--- config.mk ---
export PLATFORM = sky130hd
export DESIGN_NAME = adc_avg_buf
export DESIGN_NICKNAME = d
export VERILOG_FILES = /design/src/rtl/adda_pkg.sv /design/src/rtl/sync_fifo.sv /design/src/rtl/adc_avg_buf.sv
export SDC_FILE = /design/constraint.sdc
export NUM_CORES = 1
export LEC_CHECK = 0
export BUFFER_PORTS_ARGS = -buffer_cell sky130_fd_sc_hd__buf_4
export CAP_MARGIN = 20
export CORE_MARGIN = 2
export CORE_UTILIZATION = 45
export DETAILED_ROUTE_END_ITERATION = 8
export PLACE_DENSITY_LB_ADDON = 0.08
export SLEW_MARGIN = 10
export SYNTH_ARGS = -nofsm -noshare
export SYNTH_HDL_FRONTEND = slang
export SYNTH_SLANG_ARGS = --single-unit
--- constraint.sdc ---
create_clock -name sys_clk -period 3.5 [get_ports sys_clk]
set_clock_uncertainty 0.05 [all_clocks]
set_input_delay 0.875 -clock sys_clk [delete_from_list [all_inputs] [get_ports sys_clk]]
set_output_delay 0.875 -clock sys_clk [all_outputs]
set_load 0.01 [all_outputs]
--- src/rtl/adda_pkg.sv ---
// Shared register map, bit positions and default sizing for the ADC averaging buffer.
// Pure declarations: no latency or backpressure of its own.
package adda_pkg;

    localparam logic [2:0] ADDR_CTRL    = 3'd0;
    localparam logic [2:0] ADDR_STATUS  = 3'd1;
    localparam logic [2:0] ADDR_DATA    = 3'd2;
    localparam logic [2:0] ADDR_THRESH  = 3'd3;
    localparam logic [2:0] ADDR_LATEST0 = 3'd4;
    localparam logic [2:0] ADDR_LATEST1 = 3'd5;
    localparam logic [2:0] ADDR_LATEST2 = 3'd6;
    localparam logic [2:0] ADDR_LATEST3 = 3'd7;

    localparam int CTRL_EN     = 0;
    localparam int CTRL_IRQ_EN = 1;
    localparam int CTRL_CLR    = 2;

    localparam int STATUS_EMPTY     = 0;
    localparam int STATUS_FULL      = 1;
    localparam int STATUS_OVF       = 2;
    localparam int STATUS_LEVEL_LSB = 4;

    localparam int DATA_VALID = 31;

    localparam int DEF_AVG_SHIFT = 3;
    localparam int DEF_FIFO_AW   = 4;

endpackage

--- src/rtl/sync_fifo.sv ---
// Single-clock FIFO with level/full/empty and synchronous flush; head is combinational (0-cycle read).
// Push is dropped when full unless a pop happens in the same cycle; pop on empty is ignored.
module sync_fifo #(
    parameter int W  = 10,
    parameter int AW = 4
) (
    input  logic          clk,
    input  logic          rst_n,
    input  logic          flush_i,
    input  logic          push_i,
    input  logic [W-1:0]  push_dat_i,
    input  logic          pop_i,
    output logic [W-1:0]  head_dat_o,
    output logic          full_o,
    output logic          empty_o,
    output logic [AW:0]   level_o
);

    logic [AW:0]  wr_q, wr_d;
    logic [AW:0]  rd_q, rd_d;
    logic [W-1:0] mem_q [2**AW];
    logic         do_push;
    logic         do_pop;

    assign empty_o    = (wr_q == rd_q);
    assign full_o     = (wr_q[AW] != rd_q[AW]) && (wr_q[AW-1:0] == rd_q[AW-1:0]);
    assign level_o    = wr_q - rd_q;
    assign head_dat_o = mem_q[rd_q[AW-1:0]];

    // When full, a same-cycle pop frees the slot the push overwrites; the head is read before the edge.
    assign do_pop  = pop_i && !empty_o && !flush_i;
    assign do_push = push_i && (!full_o || do_pop) && !flush_i;

    always_comb begin
        wr_d = wr_q;
        rd_d = rd_q;
        if (flush_i) begin
            wr_d = '0;
            rd_d = '0;
        end else begin
            if (do_push) wr_d = wr_q + (AW+1)'(1);
            if (do_pop)  rd_d = rd_q + (AW+1)'(1);
        end
    end

    always_ff @(posedge clk or negedge rst_n) begin
        if (!rst_n) begin
            wr_q <= '0;
            rd_q <= '0;
        end else begin
            wr_q <= wr_d;
            rd_q <= rd_d;
        end
    end

    always_ff @(posedge clk) begin
        if (do_push) mem_q[wr_q[AW-1:0]] <= push_dat_i;
    end

endmodule

--- src/rtl/adc_avg_buf.sv ---
// Per-channel ADC sample averager feeding a result FIFO behind an Avalon-MM slave; result pushed 1 cycle after the final sample, readdata latency 1.
// No input backpressure: results arriving at a full FIFO are dropped and flagged in STATUS.ovf.
module adc_avg_buf
    import adda_pkg::*;
#(
    parameter int DATA_W    = 8,
    parameter int AVG_SHIFT = DEF_AVG_SHIFT,
    parameter int FIFO_AW   = DEF_FIFO_AW
) (
    input  logic              sys_clk,
    input  logic              sys_rst_n,
    input  logic              smp_valid,
    input  logic [DATA_W-1:0] smp_data,
    input  logic [1:0]        smp_ch,
    input  logic [2:0]        avl_address,
    input  logic              avl_write,
    input  logic [31:0]       avl_writedata,
    input  logic              avl_read,
    output logic [31:0]       avl_readdata,
    output logic              irq
);

    localparam int ACC_W = DATA_W + AVG_SHIFT;
    localparam int ENT_W = DATA_W + 2;

    logic [1:0]           ctrl_q, ctrl_d;
    logic [FIFO_AW:0]     thresh_q, thresh_d;
    logic                 ovf_q, ovf_d;
    logic [ACC_W-1:0]     acc_q [4];
    logic [ACC_W-1:0]     acc_d [4];
    logic [AVG_SHIFT-1:0] cnt_q [4];
    logic [AVG_SHIFT-1:0] cnt_d [4];
    logic [DATA_W-1:0]    latest_q [4];
    logic [DATA_W-1:0]    latest_d [4];
    logic                 push_vld_q, push_vld_d;
    logic [ENT_W-1:0]     push_dat_q, push_dat_d;
    logic [31:0]          rdata_q, rdata_d;
    logic                 irq_q, irq_d;

    logic                 wr_ctrl;
    logic                 wr_thresh;
    logic                 clr;
    logic                 pop;
    logic                 fifo_push;
    logic                 take;
    logic                 fifo_full;
    logic                 fifo_empty;
    logic [FIFO_AW:0]     fifo_level;
    logic [ENT_W-1:0]     fifo_head;
    logic [ACC_W-1:0]     sum;
    logic [31:0]          rd_mux;
    logic                 unused_bits;

    assign wr_ctrl   = avl_write && (avl_address == ADDR_CTRL);
    assign wr_thresh = avl_write && (avl_address == ADDR_THRESH);
    assign clr       = wr_ctrl && avl_writedata[CTRL_CLR];
    assign pop       = avl_read && (avl_address == ADDR_DATA) && !fifo_empty && !clr;
    assign fifo_push = push_vld_q && !clr;
    assign take      = smp_valid && ctrl_q[CTRL_EN] && !clr;
    assign sum       = acc_q[smp_ch] + ACC_W'(smp_data);

    assign unused_bits = ^{avl_writedata, sum[AVG_SHIFT-1:0]};

    sync_fifo #(
        .W  (ENT_W),
        .AW (FIFO_AW)
    ) u_fifo (
        .clk        (sys_clk),
        .rst_n      (sys_rst_n),
        .flush_i    (clr),
        .push_i     (fifo_push),
        .push_dat_i (push_dat_q),
        .pop_i      (pop),
        .head_dat_o (fifo_head),
        .full_o     (fifo_full),
        .empty_o    (fifo_empty),
        .level_o    (fifo_level)
    );

    // Accumulate; the final sample of a window is folded straight into the average.
    always_comb begin
        acc_d      = acc_q;
        cnt_d      = cnt_q;
        latest_d   = latest_q;
        push_vld_d = 1'b0;
        push_dat_d = push_dat_q;
        if (clr) begin
            for (int i = 0; i < 4; i++) begin
                acc_d[i] = '0;
                cnt_d[i] = '0;
            end
        end else if (take) begin
            if (cnt_q[smp_ch] != '1) begin
                acc_d[smp_ch] = sum;
                cnt_d[smp_ch] = cnt_q[smp_ch] + AVG_SHIFT'(1);
            end else begin
                latest_d[smp_ch] = sum[ACC_W-1:AVG_SHIFT];
                push_vld_d       = 1'b1;
                push_dat_d       = {smp_ch, sum[ACC_W-1:AVG_SHIFT]};
                acc_d[smp_ch]    = '0;
                cnt_d[smp_ch]    = '0;
            end
        end
    end

    always_comb begin
        rd_mux = '0;
        case (avl_address)
            ADDR_CTRL: rd_mux[1:0] = ctrl_q;
            ADDR_STATUS: begin
                rd_mux[STATUS_EMPTY]                     = fifo_empty;
                rd_mux[STATUS_FULL]                      = fifo_full;
                rd_mux[STATUS_OVF]                       = ovf_q;
                rd_mux[STATUS_LEVEL_LSB +: FIFO_AW+1]    = fifo_level;
            end
            ADDR_DATA: begin
                if (!fifo_empty) begin
                    rd_mux[DATA_VALID]  = 1'b1;
                    rd_mux[ENT_W-1:0]   = fifo_head;
                end
            end
            ADDR_THRESH: rd_mux[FIFO_AW:0] = thresh_q;
            ADDR_LATEST0, ADDR_LATEST1, ADDR_LATEST2, ADDR_LATEST3:
                rd_mux[DATA_W-1:0] = latest_q[avl_address[1:0]];
            default: rd_mux = '0;
        endcase
    end

    always_comb begin
        ctrl_d   = wr_ctrl   ? avl_writedata[1:0]       : ctrl_q;
        thresh_d = wr_thresh ? avl_writedata[FIFO_AW:0] : thresh_q;
        ovf_d    = ovf_q;
        if (clr)
            ovf_d = 1'b0;
        else if (fifo_push && fifo_full && !pop)
            ovf_d = 1'b1;
        rdata_d = avl_read ? rd_mux : rdata_q;
        irq_d   = ctrl_q[CTRL_IRQ_EN] && (thresh_q != '0) && (fifo_level >= thresh_q);
    end

    always_ff @(posedge sys_clk or negedge sys_rst_n) begin
        if (!sys_rst_n) begin
            ctrl_q     <= '0;
            thresh_q   <= '0;
            ovf_q      <= 1'b0;
            push_vld_q <= 1'b0;
            push_dat_q <= '0;
            rdata_q    <= '0;
            irq_q      <= 1'b0;
            for (int i = 0; i < 4; i++) begin
                acc_q[i]    <= '0;
                cnt_q[i]    <= '0;
                latest_q[i] <= '0;
            end
        end else begin
            ctrl_q     <= ctrl_d;
            thresh_q   <= thresh_d;
            ovf_q      <= ovf_d;
            push_vld_q <= push_vld_d;
            push_dat_q <= push_dat_d;
            rdata_q    <= rdata_d;
            irq_q      <= irq_d;
            for (int i = 0; i < 4; i++) begin
                acc_q[i]    <= acc_d[i];
                cnt_q[i]    <= cnt_d[i];
                latest_q[i] <= latest_d[i];
            end
        end
    end

    assign avl_readdata = rdata_q;
    assign irq          = irq_q;

endmodule

==> results.toml <==
[timing]
fin_crit_ns = 2.93
slew_viol_final = 0
whs_ns = 0.284
fin_ws_ns = 0.566
hold_violations = 0
finalCritPeriodShare_pct = 83.8
slew_headroom_pct = 51.5
tightest_slew_ns = 0.725
rsz0062_at_grt = "no"
max_freq_mhz = 341
setup_viol = 0

[drt]
wirelength_microns = 30000
first_iter_violations = 445
num_vias = 7618
drtAntennaViolNets = 0
routedWlPerCell_microns = 22.0
drt_first_pass_iters = 5
vias_per_cell = 5.60
drc_errors = 0

[place]
dp_slack_ns = -0.0119
dpl-instance-area_sq_um = 13600
dp.final_hpwl_microns = 20300
gp_congestion = 0.816
io_buffers = 34

[floorplan]
die_area_sq_um = 29700
initial_core_util_pct = 45.8
core_sq_um = 27900
die_x_microns = 172
die_y_microns = 172
row_count = 61
io_pins = 83

[synth]
yosysWarnings = 0
synth_async_sr_flop_share_pct = 44.6
synth_cell_type_count = 67
ys_seq_area_share_pct = 63.0
netlist_instances = 891
synth-seq-cells = 289
synth_top_area_cell = "edfxtp_1"
synthTopCellsByArea = "edfxtp_1 (38%), dfrtp_1 (25%), mux4_2 (11%)"
synth_top_cell_area_share_pct = 37.7
avgSynthCellArea_sq_um = 14.3
syn-cell-area_sq_um = 12800
synth_edf_count = 160
synth_top_flop_cell = "edfxtp_1"

[pwr]
p_per_area_nw_per_um2 = 663
leakagePower_nw = 5.50
peakVddDrop_uv = 360

[global_route]
first_global_vias = 7824
grt_pass1_wl_microns = 46300
grtUsageTotal_pct = 21.0
antenna_found_initial = 0
grt_max_degree = 63
overflow = 0

[finish]
fin_nets = 1038
area.growth.synth_to_final_pct = 14.0
regArea_sq_um = 8030
multi_input_area_sq_um = 4320
fillers = 2325
n_antenna_cell = 0
fin_area_sq_um = 14500
post_route_cells_drive_above_1_share_pct = 21.9

[setup_path]
worstSetupPathType = "in -> reg"
r2r_cells = 8
crit_path_end_kind = "register"
startpoint_type = "primary input"
reg2reg_slack_ns = 0.59
required_ns = 3.88
critPathMaxFanout = 5
arrival_ns = 3.32

[clock_network]
clk_latency_ns = 0.56
cts_max_path_buffers = 3
cts_buffers = 30
cts.repair.resized = 0
clkSinkCount = 289
cts_tree = "yes"
cts-htree-levels = 1
path_clk_slew_ns = 0.06
cts_hold_buf = 0
root_buffer = "clkbuf_16"
cts_setup_buffers = 0

[status]
status = "finished clean"

[flow_run]
max_cap_viol_count = 0

[hold_path]
hp-class = "in -> async"
[metal layers]
metal | vias to the layer above | global-route usage [%] | wire length, microns
met5 | - | 0 | 0
met4 | 0 | 4.46 | 479
met3 | 33 | 3.85 | 1730
met2 | 240 | 34.1 | 14300
met1 | 3918 | 29.9 | 13400
li1 | 3427 | - | -
[logic make-up (layout without fill, tap and decap cells)]
kind of cell	Yosys count	after routing	share of synthesized area [%]
flip-flops	289	289	63.0
AND/OR/NAND/NOR	232	232	8.91
AO/OA/AOI/OAI	165	165	7.91
multiplexers	79	79	12.3
buffers and inverters	79	151	3.73
adder cells (fa/ha/maj)	26	26	2.67
XOR/XNOR	20	20	1.49
other	1	21	0.0294
[cells in the mapped netlist (3+ instances only)]
master and number:
ha_1 24, nand4_1 4, nor2_1 37, o31ai_1 4, a221oi_1 4, nor2b_1 6
xor2_1 10, o21ai_0 58, a21o_1 4, o22ai_1 10, nand2_1 121, o211ai_1 3
and3_1 3, mux2i_1 10, xnor2_1 8, mux2_2 8, a22oi_1 3, o21ai_1 20
mux4_2 60, dfrtp_1 129, buf_4 27, buf_2 18, edfxtp_1 160, clkbuf_1 9
nand2_4 3, buf_6 7, a21oi_1 25, nand3_1 5, a211o_1 3, inv_1 15
o221ai_1 3, or3_1 3, a22o_1 16, nor3_1 9, o21ai_2 3, and2_1 21
[final cells by class]
cell class                      count  area share, %
Multi-Input combinational cell    543           29.7
Timing Repair Buffer               82           4.69
Tap cell                          378           3.25
Sequential cell                   289           55.2
Clock buffer                       39           5.81
Inverter                           16          0.430
Clock inverter                     14          0.852
[critical path, stage by stage]
cell	delay, ns
buf_4	0.15
mux4_2	0.51
ha_1	0.24
fa_1	0.44
nand3_1	0.12
a21oi_1	0.10
a31oi_1	0.25
xor2_1	0.31
buf_4	0.22
o21ai_0	0.10
[where the power goes]
part	switching (mW)	total (mW)	internal, mW
Clock	1.27	3.10	1.83
Sequential	0.215	4.10	3.88
Combinational	1.38	2.45	1.07
[cells in the final DEF (no fill, tap or decap), types with 24 or more instances in the layout]
| cell type | Yosys | final |
|---|---|---|
| ha_1 | 24 | 24 |
| nand2_1 | 121 | 121 |
| buf_4 | 27 | 76 |
| dfrtp_1 | 129 | 128 |
| mux4_2 | 60 | 60 |
| nor2_1 | 37 | 37 |
| a21oi_1 | 25 | 25 |
| edfxtp_1 | 160 | 160 |
| o21ai_0 | 58 | 58 |
| clkbuf_16 | 0 | 30 |
[sequential cells by signal, indices dropped and copies added, names as in the netlist]
signal	cells
push_dat_q	10
ovf_q	1
latest_q	32
avl_readdata	11
u_fifo.rd_q	5
acc_q	44
ctrl_q	2
push_vld_q	1
cnt_q	12
irq	1
u_fifo.wr_q	5
thresh_q	5
u_fifo.mem_q	160
[final timing paths]
| check | endpoint | startpoint |
|---|---|---|
| max | latest_q[21]$_DFFE_PN0P_ | smp_ch[0] |
| min | avl_readdata[4]$_DFFE_PN0P_ | sys_rst_n |
| max reg2reg | u_fifo.mem_q[10][4]$_DFFE_PP_ | u_fifo.rd_q[3]$_DFFE_PN0P_ |
| min reg2reg | latest_q[9]$_DFFE_PN0P_ | latest_q[9]$_DFFE_PN0P_ |
| max in group asynchronous | acc_q[9]$_DFFE_PN0P_ | sys_rst_n |
| min in group sys_clk | latest_q[9]$_DFFE_PN0P_ | latest_q[9]$_DFFE_PN0P_ |
[metrics by stage]
| stage | TNS [ns] | utilization, % | cells | total power [mW] |
|---|---|---|---|---|
| floorplan | 0 | - | 911 | 5.67 |
| global placement | -0.00146 | 48.7 | 1307 | 6.53 |
| detailed placement | -0.0276 | 48.7 | 1308 | 6.62 |
| CTS | 0 | 52.2 | 1361 | 9.73 |
| global route | 0 | 52.2 | 1361 | 10.2 |
| finish | 0 | 52.2 | 1361 | 9.65 |
(Power assumes the default switching activity.)
